`config.mk`:
```
export PLATFORM = sky130hd
export DESIGN_NAME = dcache_ctrl_flat
export DESIGN_NICKNAME = d
export VERILOG_FILES = /design/src/rtl/dcache_ctrl_if.sv /design/src/rtl/dcache_ctrl.sv /design/src/flat_wrapper.sv
export SDC_FILE = /design/constraint.sdc
export NUM_CORES = 2
export LEC_CHECK = 0
export CAP_MARGIN = 30
export CORE_UTILIZATION = 45
export CTS_CLUSTER_DIAMETER = 200
export DETAILED_ROUTE_END_ITERATION = 10
export PLACE_DENSITY = 0.72
export SLEW_MARGIN = 20
export SYNTH_ARGS = -nofsm -noshare
export SYNTH_HDL_FRONTEND = slang
export SYNTH_SLANG_ARGS = --single-unit
```
`constraint.sdc`:
```
create_clock -name clk -period 6.5 [get_ports clk]
set_clock_uncertainty 0.15 [all_clocks]
set_input_delay 0.975 -clock clk [delete_from_list [all_inputs] [get_ports clk]]
set_output_delay 0.975 -clock clk [all_outputs]
set_load 0.01 [all_outputs]
```
`src/rtl/dcache_ctrl_if.sv`:
```
`default_nettype none
// ============================================================================
//  Module     : dcache_ctrl_if
//  Purpose    : Bundles the Memory-stage request/response signals and the
//               main-memory port of the data cache into one interface.
//  Modports   : slave  - the cache controller (consumes requests and acks,
//                        drives load data, stall, memory request, counters)
//               master - the surrounding pipeline / memory (opposite view)
//  Signals    : req_valid/req_we/req_addr/req_wdata/req_funct3 - access
//               rdata/stall                 - load word, pipeline freeze
//               mem_req/mem_we/mem_addr/mem_wdata/mem_wstrb  - memory request
//               mem_ack/mem_rdata           - memory completion
//               load_count/miss_count       - event counters
//  Revision   : 1.0 - initial release
// ============================================================================
interface dcache_ctrl_if;
   logic        req_valid;
   logic        req_we;
   logic [31:0] req_addr;
   logic [31:0] req_wdata;
   logic [2:0]  req_funct3;
   logic [31:0] rdata;
   logic        stall;
   logic        mem_req;
   logic        mem_we;
   logic [31:0] mem_addr;
   logic [31:0] mem_wdata;
   logic [3:0]  mem_wstrb;
   logic        mem_ack;
   logic [31:0] mem_rdata;
   logic [31:0] load_count;
   logic [31:0] miss_count;

   modport slave (
      input  req_valid, req_we, req_addr, req_wdata, req_funct3, mem_ack, mem_rdata,
      output rdata, stall, mem_req, mem_we, mem_addr, mem_wdata, mem_wstrb,
             load_count, miss_count
   );

   modport master (
      output req_valid, req_we, req_addr, req_wdata, req_funct3, mem_ack, mem_rdata,
      input  rdata, stall, mem_req, mem_we, mem_addr, mem_wdata, mem_wstrb,
             load_count, miss_count
   );
endinterface
`default_nettype wire

```
`src/rtl/dcache_ctrl.sv`:
```
`default_nettype none
// ============================================================================
//  Module     : dcache_ctrl
//  Purpose    : Direct-mapped, write-through, no-write-allocate data cache
//               and controller for the Memory stage. Freezes the pipeline
//               while a line refill or a store write-through is in flight.
//  Parameters : SETS       - number of lines (power of 2, >= 2)
//               LINE_WORDS - 32-bit words per line (power of 2, >= 2)
//  Ports      : clk  - clock, rising edge
//               rst  - asynchronous active-high reset
//               bus  - dcache_ctrl_if.slave (request, load data, stall,
//                      main-memory port, load/miss counters)
//  Revision   : 1.0 - initial release
// ============================================================================
module dcache_ctrl #(
   parameter int SETS       = 16,
   parameter int LINE_WORDS = 4
) (
   input  logic          clk,
   input  logic          rst,
   dcache_ctrl_if.slave  bus
);
   localparam int OFF_W = $clog2(LINE_WORDS);
   localparam int IDX_W = $clog2(SETS);
   localparam int TAG_W = 30 - OFF_W - IDX_W;
   localparam logic [OFF_W-1:0] LAST_WORD = OFF_W'(LINE_WORDS - 1);

   typedef enum logic [1:0] {
      IDLE   = 2'd0,
      REFILL = 2'd1,
      WRITE  = 2'd2,
      WDONE  = 2'd3
   } state_t;

   state_t            state, state_next;
   logic [OFF_W-1:0]  cnt;
   logic [SETS-1:0]   valid;
   logic [TAG_W-1:0]  tag_mem  [SETS];
   logic [31:0]       data_mem [SETS][LINE_WORDS];
   logic [31:0]       load_cnt, miss_cnt;

   logic [OFF_W-1:0]  offset;
   logic [IDX_W-1:0]  index;
   logic [TAG_W-1:0]  req_tag;
   logic              hit;
   logic [3:0]        st_strb;
   logic [31:0]       st_data;
   logic              fill_we, fill_last, merge_we, load_inc, miss_inc;
   logic              unused_funct3;

   assign offset  = bus.req_addr[OFF_W+1:2];
   assign index   = bus.req_addr[IDX_W+OFF_W+1:OFF_W+2];
   assign req_tag = bus.req_addr[31:IDX_W+OFF_W+2];
   assign hit     = valid[index] && (tag_mem[index] == req_tag);

   // Only funct3[1:0] encodes the store size.
   assign unused_funct3 = bus.req_funct3[2];

   assign bus.load_count = load_cnt;
   assign bus.miss_count = miss_cnt;

   // Store lane steering; the encoding 11 falls through to a full word.
   always_comb begin
      st_strb = 4'b1111;
      st_data = bus.req_wdata;
      case (bus.req_funct3[1:0])
         2'b00: begin
            st_strb = 4'b0001 << bus.req_addr[1:0];
            st_data = {4{bus.req_wdata[7:0]}};
         end
         2'b01: begin
            st_strb = 4'b0011 << {bus.req_addr[1], 1'b0};
            st_data = {2{bus.req_wdata[15:0]}};
         end
         default: ;
      endcase
   end

   // Next state and outputs. Memory-port outputs depend on the registered
   // state only, so an asynchronous reset drops mem_req immediately.
   always_comb begin
      state_next    = state;
      bus.stall     = 1'b0;
      bus.rdata     = 32'd0;
      bus.mem_req   = 1'b0;
      bus.mem_we    = 1'b0;
      bus.mem_addr  = 32'd0;
      bus.mem_wdata = 32'd0;
      bus.mem_wstrb = 4'b0000;
      fill_we       = 1'b0;
      fill_last     = 1'b0;
      merge_we      = 1'b0;
      load_inc      = 1'b0;
      miss_inc      = 1'b0;
      case (state)
         IDLE: begin
            if (bus.req_valid) begin
               if (bus.req_we) begin
                  bus.stall  = 1'b1;
                  state_next = WRITE;
               end else if (hit) begin
                  bus.rdata = data_mem[index][offset];
                  load_inc  = 1'b1;
               end else begin
                  bus.stall  = 1'b1;
                  miss_inc   = 1'b1;
                  state_next = REFILL;
               end
            end
         end
         REFILL: begin
            bus.stall    = 1'b1;
            bus.mem_req  = 1'b1;
            bus.mem_addr = {req_tag, index, cnt, 2'b00};
            if (bus.mem_ack) begin
               fill_we = 1'b1;
               if (cnt == LAST_WORD) begin
                  fill_last  = 1'b1;
                  state_next = IDLE;
               end
            end
         end
         WRITE: begin
            bus.stall     = 1'b1;
            bus.mem_req   = 1'b1;
            bus.mem_we    = 1'b1;
            bus.mem_addr  = {bus.req_addr[31:2], 2'b00};
            bus.mem_wdata = st_data;
            bus.mem_wstrb = st_strb;
            if (bus.mem_ack) begin
               merge_we   = hit;
               state_next = WDONE;
            end
         end
         // One unstalled cycle lets the pipeline retire the store; the
         // still-held request is deliberately not looked at here.
         WDONE: state_next = IDLE;
         default: state_next = IDLE;
      endcase
   end

   always_ff @(posedge clk or posedge rst) begin
      if (rst) begin
         state    <= IDLE;
         cnt      <= '0;
         valid    <= '0;
         load_cnt <= 32'd0;
         miss_cnt <= 32'd0;
      end else begin
         state <= state_next;
         if (miss_inc)
            cnt <= '0;
         else if (fill_we)
            cnt <= cnt + OFF_W'(1);
         // Valid is set only with the last word, so an abandoned refill
         // leaves the line invalid.
         if (fill_last)
            valid[index] <= 1'b1;
         if (load_inc)
            load_cnt <= load_cnt + 32'd1;
         if (miss_inc)
            miss_cnt <= miss_cnt + 32'd1;
      end
   end

   // Tag and data arrays carry no reset; validity alone guards them.
   always_ff @(posedge clk) begin
      if (fill_we)
         data_mem[index][cnt] <= bus.mem_rdata;
      if (fill_last)
         tag_mem[index] <= req_tag;
      if (merge_we) begin
         for (int b = 0; b < 4; b++) begin
            if (st_strb[b])
               data_mem[index][offset][8*b +: 8] <= st_data[8*b +: 8];
         end
      end
   end
endmodule
`default_nettype wire

```
`src/flat_wrapper.sv`:
```
// flat-port wrapper written by rule: the top's interface ports become plain ports
module dcache_ctrl_flat 
#(
   parameter int SETS       = 16,
   parameter int LINE_WORDS = 4
)
  (clk, rst, bus_req_valid, bus_req_we, bus_req_addr, bus_req_wdata, bus_req_funct3, bus_mem_ack, bus_mem_rdata, bus_rdata, bus_stall, bus_mem_req, bus_mem_we, bus_mem_addr, bus_mem_wdata, bus_mem_wstrb, bus_load_count, bus_miss_count);
  dcache_ctrl_if bus_i ();
  input  logic clk;
  input  logic rst;
  input wire logic [$bits(bus_i.req_valid)-1:0] bus_req_valid;
  input wire logic [$bits(bus_i.req_we)-1:0] bus_req_we;
  input wire logic [$bits(bus_i.req_addr)-1:0] bus_req_addr;
  input wire logic [$bits(bus_i.req_wdata)-1:0] bus_req_wdata;
  input wire logic [$bits(bus_i.req_funct3)-1:0] bus_req_funct3;
  input wire logic [$bits(bus_i.mem_ack)-1:0] bus_mem_ack;
  input wire logic [$bits(bus_i.mem_rdata)-1:0] bus_mem_rdata;
  output wire logic [$bits(bus_i.rdata)-1:0] bus_rdata;
  output wire logic [$bits(bus_i.stall)-1:0] bus_stall;
  output wire logic [$bits(bus_i.mem_req)-1:0] bus_mem_req;
  output wire logic [$bits(bus_i.mem_we)-1:0] bus_mem_we;
  output wire logic [$bits(bus_i.mem_addr)-1:0] bus_mem_addr;
  output wire logic [$bits(bus_i.mem_wdata)-1:0] bus_mem_wdata;
  output wire logic [$bits(bus_i.mem_wstrb)-1:0] bus_mem_wstrb;
  output wire logic [$bits(bus_i.load_count)-1:0] bus_load_count;
  output wire logic [$bits(bus_i.miss_count)-1:0] bus_miss_count;
  assign bus_i.req_valid = bus_req_valid;
  assign bus_i.req_we = bus_req_we;
  assign bus_i.req_addr = bus_req_addr;
  assign bus_i.req_wdata = bus_req_wdata;
  assign bus_i.req_funct3 = bus_req_funct3;
  assign bus_i.mem_ack = bus_mem_ack;
  assign bus_i.mem_rdata = bus_mem_rdata;
  assign bus_rdata = bus_i.rdata;
  assign bus_stall = bus_i.stall;
  assign bus_mem_req = bus_i.mem_req;
  assign bus_mem_we = bus_i.mem_we;
  assign bus_mem_addr = bus_i.mem_addr;
  assign bus_mem_wdata = bus_i.mem_wdata;
  assign bus_mem_wstrb = bus_i.mem_wstrb;
  assign bus_load_count = bus_i.load_count;
  assign bus_miss_count = bus_i.miss_count;
  dcache_ctrl #(.SETS(SETS), .LINE_WORDS(LINE_WORDS)) u_core (.clk(clk), .rst(rst), .bus(bus_i));
endmodule
```
==> results.md <==
- CP top delay family: buffers and inverters
- Detailed Place HPWL: 161000 µm
- Vias: 49900
- Netlist cell types: 76
- Initial antenna violation count: 21
- Clock tree buffer depth: 3
- VDD IR max: 0.288 mV
- Gr usage total: 0.217
- Placement Setup Slack: 0.0422 ns
- Largest net degree at the start of global routing: 156
- FP Rows: 173
- Post_cts resized: 0
- Synthesized flop and latch total: around 2500
- Violation count after the first detailed-routing iteration: 5619
- CP Launch Type: input pin
- RSZ-0062 raised after global routing: false
- Crit path time final: 6.20 ns
- Mapped Area: 101000 µm²
- Drt total wl: around 240000 µm
- # H-tree levels: 4
- CORE AREA: 223000 µm²
- Slowest CP cell: clkdlybuf4s50_1
- PwrDens: 292 nW/µm²
- Leakage: 37.5 nW
- Fraction of registers with async set/reset: 0.0334
- Crit path kind: input pin to primary output
- Clock Pin Slew Worst Setup and Hold Paths: about 0.060 ns
- Vias in the first global route: slightly above 50000
- Top cells by area, synth: edfxtp_1, mux4_2, dfrtp_1
- Die span in y: 476 µm
- Most frequent cells in the layout: edfxtp_1, mux4_2, buf_4
- Setup TNS Final: 0 ns
- Largest area contributor in the netlist: edfxtp_1
- Worst Tran Pin Value: 1.13 ns
- Sequential area share after synthesis: 0.744
- Most frequent cell on the critical path: buf_4
- Final number of max-transition violations: 0
- Clock Tree Root: clkbuf_16
- Die ar.: between 200000 and 250000 µm²
- Max-Cap Viols: 0
- Worst path bufs/invs: 5
- Ratio of cells with drive above 1 in the final layout: 0.312
- Setup slack, reg-to-reg: 2.03 ns
- Commonest register cell after synthesis: edfxtp_1
- Worst path max stage delay: 0.56 ns
- Gpl congestion: 0.862
- Area delta synth->final: 16.1%
- Cts bufs inserted: 233
- Chip width: 476 µm
- Peak Freq: 161 MHz
- Crit. End Element: primary output
- Crit share post-route: 0.954
- WP data arrival: between 5 and 6 ns
- Gr ovfl total: 0
- Gate Count Post-Synth: 4666
- Clk_lat worst skew: 0.89 ns
- Number of synthesized flops with an enable pin: 2432
- Global-route wire length before repair: 354000 µm
- Drt pass-1 iters: 6
- Synth warn: 0
- Final setup margin: 0.302 ns
- Status: finished, final reports clean
- I/O pin total: 271
- Setup-failing EPs final: 0
- Most common cell after layout, fill and taps aside: edfxtp_1
- DR DRC count: 0
- Antenna-violating nets left: 0
- Yosys top cell area share: 0.723
- Drt wl/cell: ~29 µm
- Crit Path Max Fanout: 46
- Avg Cell Area, Syn: 21.7 µm²
- CTS tree: yes
- Overall Power: 0.0342 W
- Worst path cell trace: buf_8 -> buf_12 -> mux4_2 -> mux2i_1 -> o2bb2ai_1 -> a22oi_1 -> nand4_1 -> nor4b_4 -> nand4_4 -> buf_4 -> buf_4 -> nor2b_1 -> clkdlybuf4s50_1
- Final Hold Fails: 0
- Core Util, Final: 0.527
- Clk sinks: 2516
- Starting Density: 0.454
- Slew HR: 0.249
- Fillers: 16600
- Port-buffer cells: roughly 270
- Nets: roughly 5400
- Vias per Instance: 5.89
- Required time of the critical path: 5.37 ns
- Worst hold-check path type: register to register
routing by layer:
metal	global-route usage	wire length, µm	vias to the layer above
met1	0.279	91400	26600
met3	0.0421	19000	417
li1	-	-	20700
met2	0.358	123000	2219
met5	0	41	-
met4	0.0978	11200	6
worst paths after layout:
check                                            end                   from  depth (start not counted)
max                                    bus_rdata[27]        bus_req_addr[4]                         13
min                                 u_core.valid[15]       u_core.valid[15]                          1
max reg2reg                   u_core.data_mem[6][14]  u_core.tag_mem[7][18]                         10
min reg2reg                         u_core.valid[15]       u_core.valid[15]                          1
max in group asynchronous  u_core.bus.load_count[20]                    rst                          4
min in group asynchronous   u_core.bus.miss_count[9]                    rst                          3
registers in the layout, indices dropped and copies added, names as in the netlist:
register and flops:
u_core.valid 16, u_core.bus.load_count 32, u_core.tag_mem 384, u_core.data_mem 2048
u_core.state 2, u_core.bus.miss_count 32, u_core.cnt 2
area by class of cell:
type	instances	area (µm²)	share of cell area
clock buffers	314	6330	0.0540
repair buffers	638	5980	0.0509
clock inverters	112	1120	0.00959
inverters	27	113	0.000960
multi-input cells	1860	24900	0.212
diodes	28	70.1	0.000597
flip-flops and latches	2516	75100	0.640
well taps	2975	3720	0.0317
synth_stat cells (20+ instances only):
library cell / n
mux2_2: 144
edfxtp_1: 2432
and2_1: 72
inv_1: 24
buf_1: 30
xor2_1: 62
nor2_1: 301
or2_2: 20
nor3_1: 27
clkbuf_1: 167
buf_2: 46
mux2i_1: 58
nand2_1: 68
nand3_1: 44
mux4_2: 755
dfrtp_1: 84
nor4_1: 20
nor2b_1: 44
and3_1: 23
what timing repair did:
action / CTS / global route
buffers inserted: 0 / 4
hold buffers: 0 / 0
endpoints found under the setup margin: 0 / 2
power breakdown:
| part | leakage [nW] | total [W] | switching [W] | internal (W) |
|---|---|---|---|---|
| clock network | 3.64 | 0.0134 | 0.00587 | 0.00753 |
| registers | 23.0 | 0.0180 | 0.0000620 | 0.0179 |
| logic | 10.9 | 0.00285 | 0.00166 | 0.00119 |
cell families (layout without fill, tap and decap cells):
logic type | count (synthesis) | count (layout) | synth area share
other | 1 | 30 | 0.0000371
buffers and inverters | 291 | 1091 | 0.0128
AND/OR/NAND/NOR | 685 | 685 | 0.0357
flip-flops | 2516 | 2516 | 0.744
multiplexers | 967 | 967 | 0.191
AO/OA/AOI/OAI | 119 | 119 | 0.00871
XOR/XNOR | 77 | 77 | 0.00667
adder cells (fa/ha/maj) | 10 | 10 | 0.00124
per-stage QoR:
stage | std cells | hold slack (ns) | instance area, µm²
global route | 8467 | 0.328 | 117000
global placement | 7996 | 0.295 | 109000
detailed placement | 8012 | 0.298 | 110000
finish | 8470 | 0.313 | 117000
floorplan | 4667 | 0.284 | 101000
CTS | 8438 | 0.315 | 117000
Note: power is estimated with default switching activity, not from simulation.
